[src/rtl/ex_mem_stage.sv]
// Execute stage with operand forwarding, ALU, branch/jump resolution and the EX/MEM pipeline register.
// Redirect outputs are combinational; every *M output comes straight from a flop.
module ex_mem_stage #(
    parameter int DATA_W = 32
) (
    input  logic              clk,
    input  logic              reset,
    input  logic              stall,
    input  logic              flush,
    input  logic              MemReadE,
    input  logic              MemWriteE,
    input  logic              ALUSrcE,
    input  logic              JumpE,
    input  logic              RegWriteE,
    input  logic              BranchE,
    input  logic              MuxjalrE,
    input  logic [3:0]        ALUOpE,
    input  logic [2:0]        WriteBackE,
    input  logic [2:0]        funct3E,
    input  logic [4:0]        RdE,
    input  logic [4:0]        Rs1E,
    input  logic [4:0]        Rs2E,
    input  logic [DATA_W-1:0] RD1E,
    input  logic [DATA_W-1:0] RD2E,
    input  logic [DATA_W-1:0] PCE,
    input  logic [DATA_W-1:0] ImmExtE,
    input  logic [DATA_W-1:0] PCPlus4E,
    input  logic              RegWriteW,
    input  logic [4:0]        RdW,
    input  logic [DATA_W-1:0] ResultW,
    output logic              MemReadM,
    output logic              MemWriteM,
    output logic              RegWriteM,
    output logic [2:0]        WriteBackM,
    output logic [2:0]        funct3M,
    output logic [4:0]        RdM,
    output logic [DATA_W-1:0] ALUResultM,
    output logic [DATA_W-1:0] WriteDataM,
    output logic [DATA_W-1:0] PCPlus4M,
    output logic [DATA_W-1:0] ImmExtM,
    output logic              PCSrcE,
    output logic [DATA_W-1:0] PCTargetE
);

    localparam int SH_W = $clog2(DATA_W);

    logic [DATA_W-1:0] fwd_a;
    logic [DATA_W-1:0] fwd_b;
    logic [DATA_W-1:0] src_b;
    logic [DATA_W-1:0] alu_result;
    logic [DATA_W-1:0] jalr_sum;
    logic              branch_taken;

    function automatic logic [DATA_W-1:0] alu_f(
        input logic [3:0]        op,
        input logic [DATA_W-1:0] a,
        input logic [DATA_W-1:0] b
    );
        logic signed [DATA_W-1:0] sa;
        logic signed [DATA_W-1:0] sb;
        logic [SH_W-1:0]          sh;
        sa = a;
        sb = b;
        sh = b[SH_W-1:0];
        case (op)
            4'd0:    return a + b;
            4'd1:    return a - b;
            4'd2:    return a << sh;
            4'd3:    return {{(DATA_W-1){1'b0}}, (sa < sb)};
            4'd4:    return {{(DATA_W-1){1'b0}}, (a < b)};
            4'd5:    return a ^ b;
            4'd6:    return a >> sh;
            4'd7:    return DATA_W'(sa >>> sh);
            4'd8:    return a | b;
            4'd9:    return a & b;
            4'd10:   return b;
            default: return '0;
        endcase
    endfunction

    function automatic logic branch_f(
        input logic [2:0]        f3,
        input logic [DATA_W-1:0] a,
        input logic [DATA_W-1:0] b
    );
        logic signed [DATA_W-1:0] sa;
        logic signed [DATA_W-1:0] sb;
        sa = a;
        sb = b;
        case (f3)
            3'b000:  return a == b;
            3'b001:  return a != b;
            3'b100:  return sa < sb;
            3'b101:  return sa >= sb;
            3'b110:  return a < b;
            3'b111:  return a >= b;
            default: return 1'b0;
        endcase
    endfunction

    // Forwarding reads the registered MEM values (also while stalled); MEM beats WB, x0 never forwards.
    always_comb begin
        fwd_a = RD1E;
        if (RegWriteM && (RdM != 5'd0) && (RdM == Rs1E)) begin
            fwd_a = ALUResultM;
        end else if (RegWriteW && (RdW != 5'd0) && (RdW == Rs1E)) begin
            fwd_a = ResultW;
        end
    end

    always_comb begin
        fwd_b = RD2E;
        if (RegWriteM && (RdM != 5'd0) && (RdM == Rs2E)) begin
            fwd_b = ALUResultM;
        end else if (RegWriteW && (RdW != 5'd0) && (RdW == Rs2E)) begin
            fwd_b = ResultW;
        end
    end

    assign src_b        = ALUSrcE ? ImmExtE : fwd_b;
    assign alu_result   = alu_f(ALUOpE, fwd_a, src_b);
    assign branch_taken = branch_f(funct3E, fwd_a, fwd_b);
    assign jalr_sum     = fwd_a + ImmExtE;

    assign PCSrcE    = JumpE | (BranchE & branch_taken);
    assign PCTargetE = MuxjalrE ? {jalr_sum[DATA_W-1:1], 1'b0} : (PCE + ImmExtE);

    // EX -> MEM boundary
    always_ff @(posedge clk) begin
        if (reset || flush) begin
            MemReadM   <= 1'b0;
            MemWriteM  <= 1'b0;
            RegWriteM  <= 1'b0;
            WriteBackM <= '0;
            funct3M    <= '0;
            RdM        <= '0;
            ALUResultM <= '0;
            WriteDataM <= '0;
            PCPlus4M   <= '0;
            ImmExtM    <= '0;
        end else if (!stall) begin
            MemReadM   <= MemReadE;
            MemWriteM  <= MemWriteE;
            RegWriteM  <= RegWriteE;
            WriteBackM <= WriteBackE;
            funct3M    <= funct3E;
            RdM        <= RdE;
            ALUResultM <= alu_result;
            WriteDataM <= fwd_b;
            PCPlus4M   <= PCPlus4E;
            ImmExtM    <= ImmExtE;
        end
    end

endmodule
[config.mk]
export PLATFORM = sky130hd
export DESIGN_NAME = ex_mem_stage
export DESIGN_NICKNAME = d
export VERILOG_FILES = /design/src/rtl/ex_mem_stage.sv
export SDC_FILE = /design/constraint.sdc
export NUM_CORES = 1
export LEC_CHECK = 0
export BUFFER_PORTS_ARGS = -buffer_cell sky130_fd_sc_hd__buf_2
export CORE_AREA = 3 3 270 272
export CTS_BUF_LIST = sky130_fd_sc_hd__clkbuf_4 sky130_fd_sc_hd__clkbuf_8
export DETAILED_ROUTE_END_ITERATION = 12
export DIE_AREA = 0 0 273 275
export SYNTH_ARGS = -nofsm -noshare
export SYNTH_HDL_FRONTEND = slang
export SYNTH_SLANG_ARGS = --single-unit
export TNS_END_PERCENT = 30
[constraint.sdc]
create_clock -name clk -period 12.8 [get_ports clk]
set_input_delay 2.56 -clock clk [delete_from_list [all_inputs] [get_ports clk]]
set_output_delay 2.56 -clock clk [all_outputs]
set_load 0.01 [all_outputs]
==> results of run 1 <==
[routing by layer]
metal  share of wire (%)  GRT usage, %  up-vias
li1                    -             -    10723
met1                  39          35.5    11303
met2                  43          44.3     1620
met3                  13          9.63      336
met4                 6.2          15.4        2
met5               0.045             0        -
[where the power goes]
part / total, µW / internal [µW] / leakage, µW / switching, µW
registers: 474 / 456 / 0.00116 / 18.2
logic: 1060 / 369 / 0.00914 / 692
clock network: 416 / 167 / 0.000207 / 249
total: 1950 / 992 / 0.0105 / 959
[per-stage QoR]
step	std cells	instance area, µm²	hold WS, ns	setup slack [ns]	power (µW)
floorplan	2713	19700	0.496	3.01	1110
global placement	3978	23000	0.463	1.60	1510
detailed placement	3978	23000	0.476	1.58	1500
CTS	4010	23400	0.500	1.56	1920
global route	4011	23400	0.525	1.14	2030
finish	4014	23400	0.494	1.43	1950
[layout make-up]
class / instances / area, µm² / share of cell area, %
multi-input cells: 2274 / 15800 / 67.7
repair buffers: 480 / 2590 / 11.1
inverters: 132 / 504 / 2.15
well taps: 950 / 1190 / 5.08
diodes: 4 / 10.0 / 0.0428
flip-flops and latches: 142 / 2840 / 12.1
clock inverters: 15 / 195 / 0.834
clock buffers: 17 / 234 / 1.00
[placed cells by master (no fill, tap or decap), types with 15 or more instances in the layout]
master / netlist / routed
nor2_1: 328 / 324
nor3_1: 58 / 57
o21ai_0: 166 / 162
xor2_1: 19 / 19
buf_4: 4 / 72
nor4_1: 16 / 15
a221oi_1: 39 / 39
a21oi_1: 251 / 251
nand3_1: 55 / 55
o221ai_1: 21 / 21
xnor2_1: 63 / 63
nand2b_1: 22 / 22
a221o_1: 17 / 17
a22oi_1: 21 / 21
nand2_1: 232 / 231
mux2_2: 55 / 55
o21ai_1: 34 / 34
buf_2: 18 / 407
o211ai_1: 35 / 35
mux2i_1: 212 / 212
clkbuf_8: 0 / 18
ha_1: 192 / 192
a31oi_1: 27 / 19
o22ai_1: 23 / 23
inv_1: 126 / 126
a211oi_1: 36 / 36
dfxtp_1: 142 / 142
nor2b_1: 21 / 20
a21o_1: 71 / 71
o21bai_1: 28 / 28
[flip-flops by register name, summed over array words and instances, names as in the netlist]
signal and count:
ALUResultM 32, ImmExtM 32, PCPlus4M 32, WriteDataM 32, RdM 5, WriteBackM 3
funct3M 3, MemReadM 1, MemWriteM 1, RegWriteM 1
[worst max-delay path by stage]
stage | to | slack [ns] | cells past startpoint
final | PCTargetE[28] | 1.43 | 20
after global routing | PCTargetE[30] | 1.14 | 20
after CTS | PCTargetE[30] | 1.56 | 20
after detailed placement | PCTargetE[30] | 1.58 | 20
after global placement | PCTargetE[30] | 1.60 | 20
after floorplan | PCTargetE[30] | 3.01 | 18
[critical path: stages]
cell and delay (ns):
buf_2 0.15, xnor2_1 0.20, nand4_1 0.39, nor2_4 0.94, mux2i_1 0.30, o21ai_1 0.08, buf_4 0.24, fa_1 0.41
a21o_1 0.18, a21oi_1 0.23, o21bai_1 0.13, a2111oi_0 0.63, o21ai_0 0.31, a2111o_1 0.55, a311oi_1 0.58, o31ai_1 0.14
a21oi_1 0.29, xnor2_1 0.10, a21oi_1 0.21, buf_2 0.17
[logic make-up (layout without fill, tap and decap cells)]
kind of cell / count (synthesis) / after routing / share of synthesized area (%)
AOI/OAI and AO/OA: 910 / 910 / 30.2
DFF: 142 / 142 / 14.4
adders and majority gates: 196 / 196 / 12.6
other: 0 / 4 / 0
muxes: 279 / 279 / 15.1
and+or+nand+nor: 807 / 807 / 18.0
buffers and inverters: 297 / 644 / 6.09
xor gates and xnor gates: 82 / 82 / 3.64
==> impl_metrics.env, run 1 <==
export IMPL_yosys_area_top_type_share_pct=14.4
export IMPL_reg2reg_slack_ns=5.35
export IMPL_drv_cap=1
export IMPL_fp_dieW_um=273
export IMPL_synth_avg_cell_area_um2=7.28
export IMPL_seq_area_frac_synth_pct=14.4
export IMPL_drc=0
export IMPL_min_from="PCPlus4M[6]$_SDFFE_PP0N_"
export IMPL_ctsHoldBuffers=0
export IMPL_grt_use_total_pct=28.8
export IMPL_synth_common_cells="328 x nor2_1, 251 x a21oi_1, 232 x nand2_1"
export IMPL_synthCells=2713
export IMPL_ys_types=91
export IMPL_rr_endpoint="ALUResultM[0]$_SDFFE_PP0N_"
export IMPL_final_min_clock_period_ns=11.37
export IMPL_wl_um=113000
export IMPL_synth_seq_cells=142
export IMPL_synth_area_um2=19700
export IMPL_drtIter0Drc=2745
export IMPL_power_density_nw_per_um2=83.4
export IMPL_hold_violations=0
export IMPL_drt_pass1_iter_count=8
export IMPL_placement_io_buffers=408
export IMPL_worstHoldEndpoint="PCPlus4M[6]$_SDFFE_PP0N_"
export IMPL_synth_edf_count=0
export IMPL_syn_nets=3143
export IMPL_cts_setup_buffers=0
export IMPL_synth_warnings=0
export IMPL_fin_setup_tns_ns=0
export IMPL_die_y_um=275
export IMPL_crit_start="RdW[4]"
export IMPL_cts_sinks=142
export IMPL_min_path_cells=2
export IMPL_vdd_drop_max_uv=114
export IMPL_endpoint_kind="output pin"
export IMPL_antenna_found_initial=7
export IMPL_reg2regPathDepth=20
export IMPL_cts_htree_levels=4
export IMPL_gp_congestion=1.07
export IMPL_fmax_ghz=0.0880
export IMPL_grt_pass1_wl_um=158000
export IMPL_die_area_um2=75100
export IMPL_grt_pass1_vias=22097
export IMPL_critPathRequiredTime_ns=10.24
export IMPL_final_nets=3477
export IMPL_arrival_ns=8.81
export IMPL_synth_main_ff_cell="dfxtp_1"
export IMPL_rsz0062_at_grt="false"
export IMPL_root_buffer="clkbuf_8"
export IMPL_gr_total_overflow=0
export IMPL_area_growth_pct=18.5
export IMPL_cts_buffers=17
export IMPL_yosysTopAreaCell="dfxtp_1"
export IMPL_wl_per_cell_um=28.3
export IMPL_grt_max_degree=89
export IMPL_synthTopCellsByArea="dfxtp_1 14%, ha_1 12%, mux2i_1 11%"
export IMPL_hold_class="reg2reg"
export IMPL_initial_core_util_pct=27.8
export IMPL_core_area_um2=71000
export IMPL_worstMarginPinSlew_ns=1.52
export IMPL_io_pins=409
export IMPL_cts_tree="built"
export IMPL_worstSetupPathType="in2out"
export IMPL_layout_drive_gt1_share_pct=20.6
export IMPL_status="finished with violations"
export IMPL_cp_start_kind="input port"
export IMPL_finalCritPeriodShare_pct=88.8
export IMPL_setup_viol=0
export IMPL_vias=23984
export IMPL_crit_fanout=22
export IMPL_postCtsResizedCells=0
export IMPL_fin_skew_ns=0.0288
export IMPL_ant_nets=0
export IMPL_cts_reportedPaths_clkPinSlew_ns=0.09
export IMPL_fillers=7720
export IMPL_synthArstFlopShare_pct=0
export IMPL_maxSlewViolCount=2
export IMPL_clk_latency_ns=0.58
export IMPL_dp_hpwl_um=89400
export IMPL_yosysMostFrequentCell="nor2_1"
export IMPL_slew_headroom_pct=-3.94
export IMPL_final_util_pct=33.0
export IMPL_clk_path_buf_depth=2
export IMPL_num_rows=98
export IMPL_violations="capacitance limit, slew limit"
export IMPL_via_per_inst=5.98
export IMPL_worstReg2RegStart="RdM[3]$_SDFFE_PP0N_"
export IMPL_p_leak_uw=0.0105
Power figures use the tool's default switching activity.
==> run 2: changes to the inputs <==
--- a/config.mk
+++ b/config.mk
@@ -5,11 +5,12 @@
 export SDC_FILE = /design/constraint.sdc
 export NUM_CORES = 1
 export LEC_CHECK = 0
-export BUFFER_PORTS_ARGS = -buffer_cell sky130_fd_sc_hd__buf_2
 export CORE_AREA = 3 3 270 272
 export CTS_BUF_LIST = sky130_fd_sc_hd__clkbuf_4 sky130_fd_sc_hd__clkbuf_8
 export DETAILED_ROUTE_END_ITERATION = 12
 export DIE_AREA = 0 0 273 275
+export DONT_BUFFER_PORTS = 1
+export GPL_TIMING_DRIVEN = 0
 export SYNTH_ARGS = -nofsm -noshare
 export SYNTH_HDL_FRONTEND = slang
 export SYNTH_SLANG_ARGS = --single-unit
==> impl_metrics.env, run 2 (synthesis gave the netlist of run 1 again) <==
export IMPL_cts_reportedPaths_clkPinSlew_ns=0.10
export IMPL_gr_total_overflow=0
export IMPL_io_pins=409
export IMPL_final_min_clock_period_ns=12.23
export IMPL_slowest_stage="o21ai_1"
export IMPL_arrival_ns=9.67
export IMPL_grt_max_degree=18
export IMPL_endpoint_kind="output pin"
export IMPL_initial_core_util_pct=27.8
export IMPL_crit_fanout=10
export IMPL_cts_setup_buffers=0
export IMPL_clk_latency_ns=0.61
export IMPL_worstMarginPinSlew_ns=1.76
export IMPL_antenna_found_initial=12
export IMPL_drt_pass1_iter_count=8
export IMPL_fmax_ghz=0.0818
export IMPL_final_nets=3180
export IMPL_p_leak_uw=0.00873
export IMPL_violations="capacitance limit, slew limit"
export IMPL_vdd_drop_max_uv=84.0
export IMPL_power_density_nw_per_um2=90.2
export IMPL_final_cell_mix="327 x nor2_1, 251 x a21oi_1, 232 x nand2_1"
export IMPL_slowest_delay_ns=1.24
export IMPL_drv_cap=6
export IMPL_layout_commonest_cell="nor2_1"
export IMPL_ctsHoldBuffers=0
export IMPL_die_y_um=275
export IMPL_crit_family="compound AO/OA/AOI/OAI gates"
export IMPL_finalCritPeriodShare_pct=95.5
export IMPL_critPathRequiredTime_ns=10.24
export IMPL_cts_tree="built"
export IMPL_cp_start_kind="input port"
export IMPL_layout_drive_gt1_share_pct=7.06
export IMPL_area_growth_pct=10.1
export IMPL_worstSetupPathType="in2out"
export IMPL_wl_um=133000
export IMPL_hold_slack_ns=0.571
export IMPL_ant_nets=0
export IMPL_cts_sinks=142
export IMPL_slew_headroom_pct=-20.3
export IMPL_cts_htree_levels=4
export IMPL_hold_class="reg2reg"
export IMPL_via_per_inst=6.47
export IMPL_status="finished with violations"
export IMPL_hold_violations=0
export IMPL_vias=24079
export IMPL_placement_io_buffers=0
export IMPL_rsz0062_at_grt="false"
export IMPL_drtIter0Drc=3543
export IMPL_core_area_um2=71000
export IMPL_wl_per_cell_um=35.7
export IMPL_path_common_cell="a21oi_1"
export IMPL_grt_pass1_vias=21847
export IMPL_fin_skew_ns=0.0318
export IMPL_clk_path_buf_depth=2
export IMPL_gp_congestion=1.10
export IMPL_root_buffer="clkbuf_8"
export IMPL_path_buf_inv=2
export IMPL_num_rows=98
export IMPL_fp_dieW_um=273
export IMPL_grt_use_total_pct=33.7
export IMPL_setup_viol=0
export IMPL_dp_hpwl_um=109000
export IMPL_maxSlewViolCount=39
export IMPL_cts_buffers=17
export IMPL_fin_setup_tns_ns=0
export IMPL_drc=0
export IMPL_crit_chain="clkbuf_1 -> xnor2_1 -> nand4_1 -> nor2_1 -> buf_2 -> mux2i_1 -> o21ai_1 -> ha_1 -> a21oi_1 -> o21bai_1 -> a2111oi_0 -> o21ai_0 -> a2111o_1 -> a311oi_1 -> o31ai_1 -> a21oi_1 -> nor3_1 -> a211oi_1"
export IMPL_die_area_um2=75100
export IMPL_grt_pass1_wl_um=177000
export IMPL_fillers=7760
export IMPL_postCtsResizedCells=0
## run 2: changes by cell type in the layout (fill, tap and decap cells not counted), sizes merged
cell,delta
diode,+6
buf,-415
inv,+1
clkinvlp,-1
clkbuf,+118
## run 2: area by class of cell
| type | count | area (µm²) | area share (%) |
|---|---|---|---|
| plain buffers | 165 | 699 | 3.22 |
| diodes | 10 | 25.0 | 0.115 |
| clock buffers | 17 | 234 | 1.08 |
| clock inverters | 15 | 194 | 0.892 |
| repair buffers | 18 | 249 | 1.15 |
| inverters | 132 | 503 | 2.31 |
| multi-input cells | 2274 | 15800 | 72.7 |
| flip-flops and latches | 142 | 2840 | 13.1 |
| well taps | 950 | 1190 | 5.47 |
## run 2: worst reg2reg max path: cells and delay by family, from the launching register on
kind / cells / cell delay (ns)
AND/OR/NAND/NOR: 7 / 2.06
buffers and inverters: 3 / 1.73
XOR/XNOR: 1 / 0.17
adder cells (fa/ha/maj): 1 / 0.38
AO/OA/AOI/OAI: 8 / 3.25
flip-flops: 1 / 0.55
## run 2: path summary, 6_finish.rpt
path	from	slack, ns	cells after the start	to
setup / recovery	RdW[4]	0.57	18	PCTargetE[30]
hold / removal	PCPlus4M[6]$_SDFFE_PP0N_	0.57	2	PCPlus4M[6]$_SDFFE_PP0N_
setup reg to reg	RdM[3]$_SDFFE_PP0N_	4.52	20	ALUResultM[0]$_SDFFE_PP0N_
hold reg to reg	PCPlus4M[6]$_SDFFE_PP0N_	0.57	2	PCPlus4M[6]$_SDFFE_PP0N_
## run 2: metal layers
layer / vias up / wire length, µm / global-route usage (%)
li1: 10121 / - / -
met1: 11628 / 50600 / 41.3
met3: 416 / 18200 / 12.5
met5: - / 41 / 0
met2: 1908 / 54300 / 49.7
met4: 6 / 9810 / 21.0
## run 2: power by group
part	leakage, µW	switching (µW)	total [µW]	internal, µW
logic	0.00737	713	1040	326
clock network	0.000210	266	433	167
registers	0.00116	31.8	488	456
## run 2: per-stage QoR
stage          cells  cell area, µm²  power, µW  setup WS [ns]  util, %
4_1_cts         3713           21700       1910          0.695     30.6
5_1_grt         3719           21700       2010          0.350     30.6
3_3_place_gp    3663           20900       1480          0.481     29.5
2_1_floorplan   2713           19700       1110           3.01        -
6_report        3723           21700       1960          0.570     30.6
3_5_place_dp    3681           21300       1480          0.695     30.0
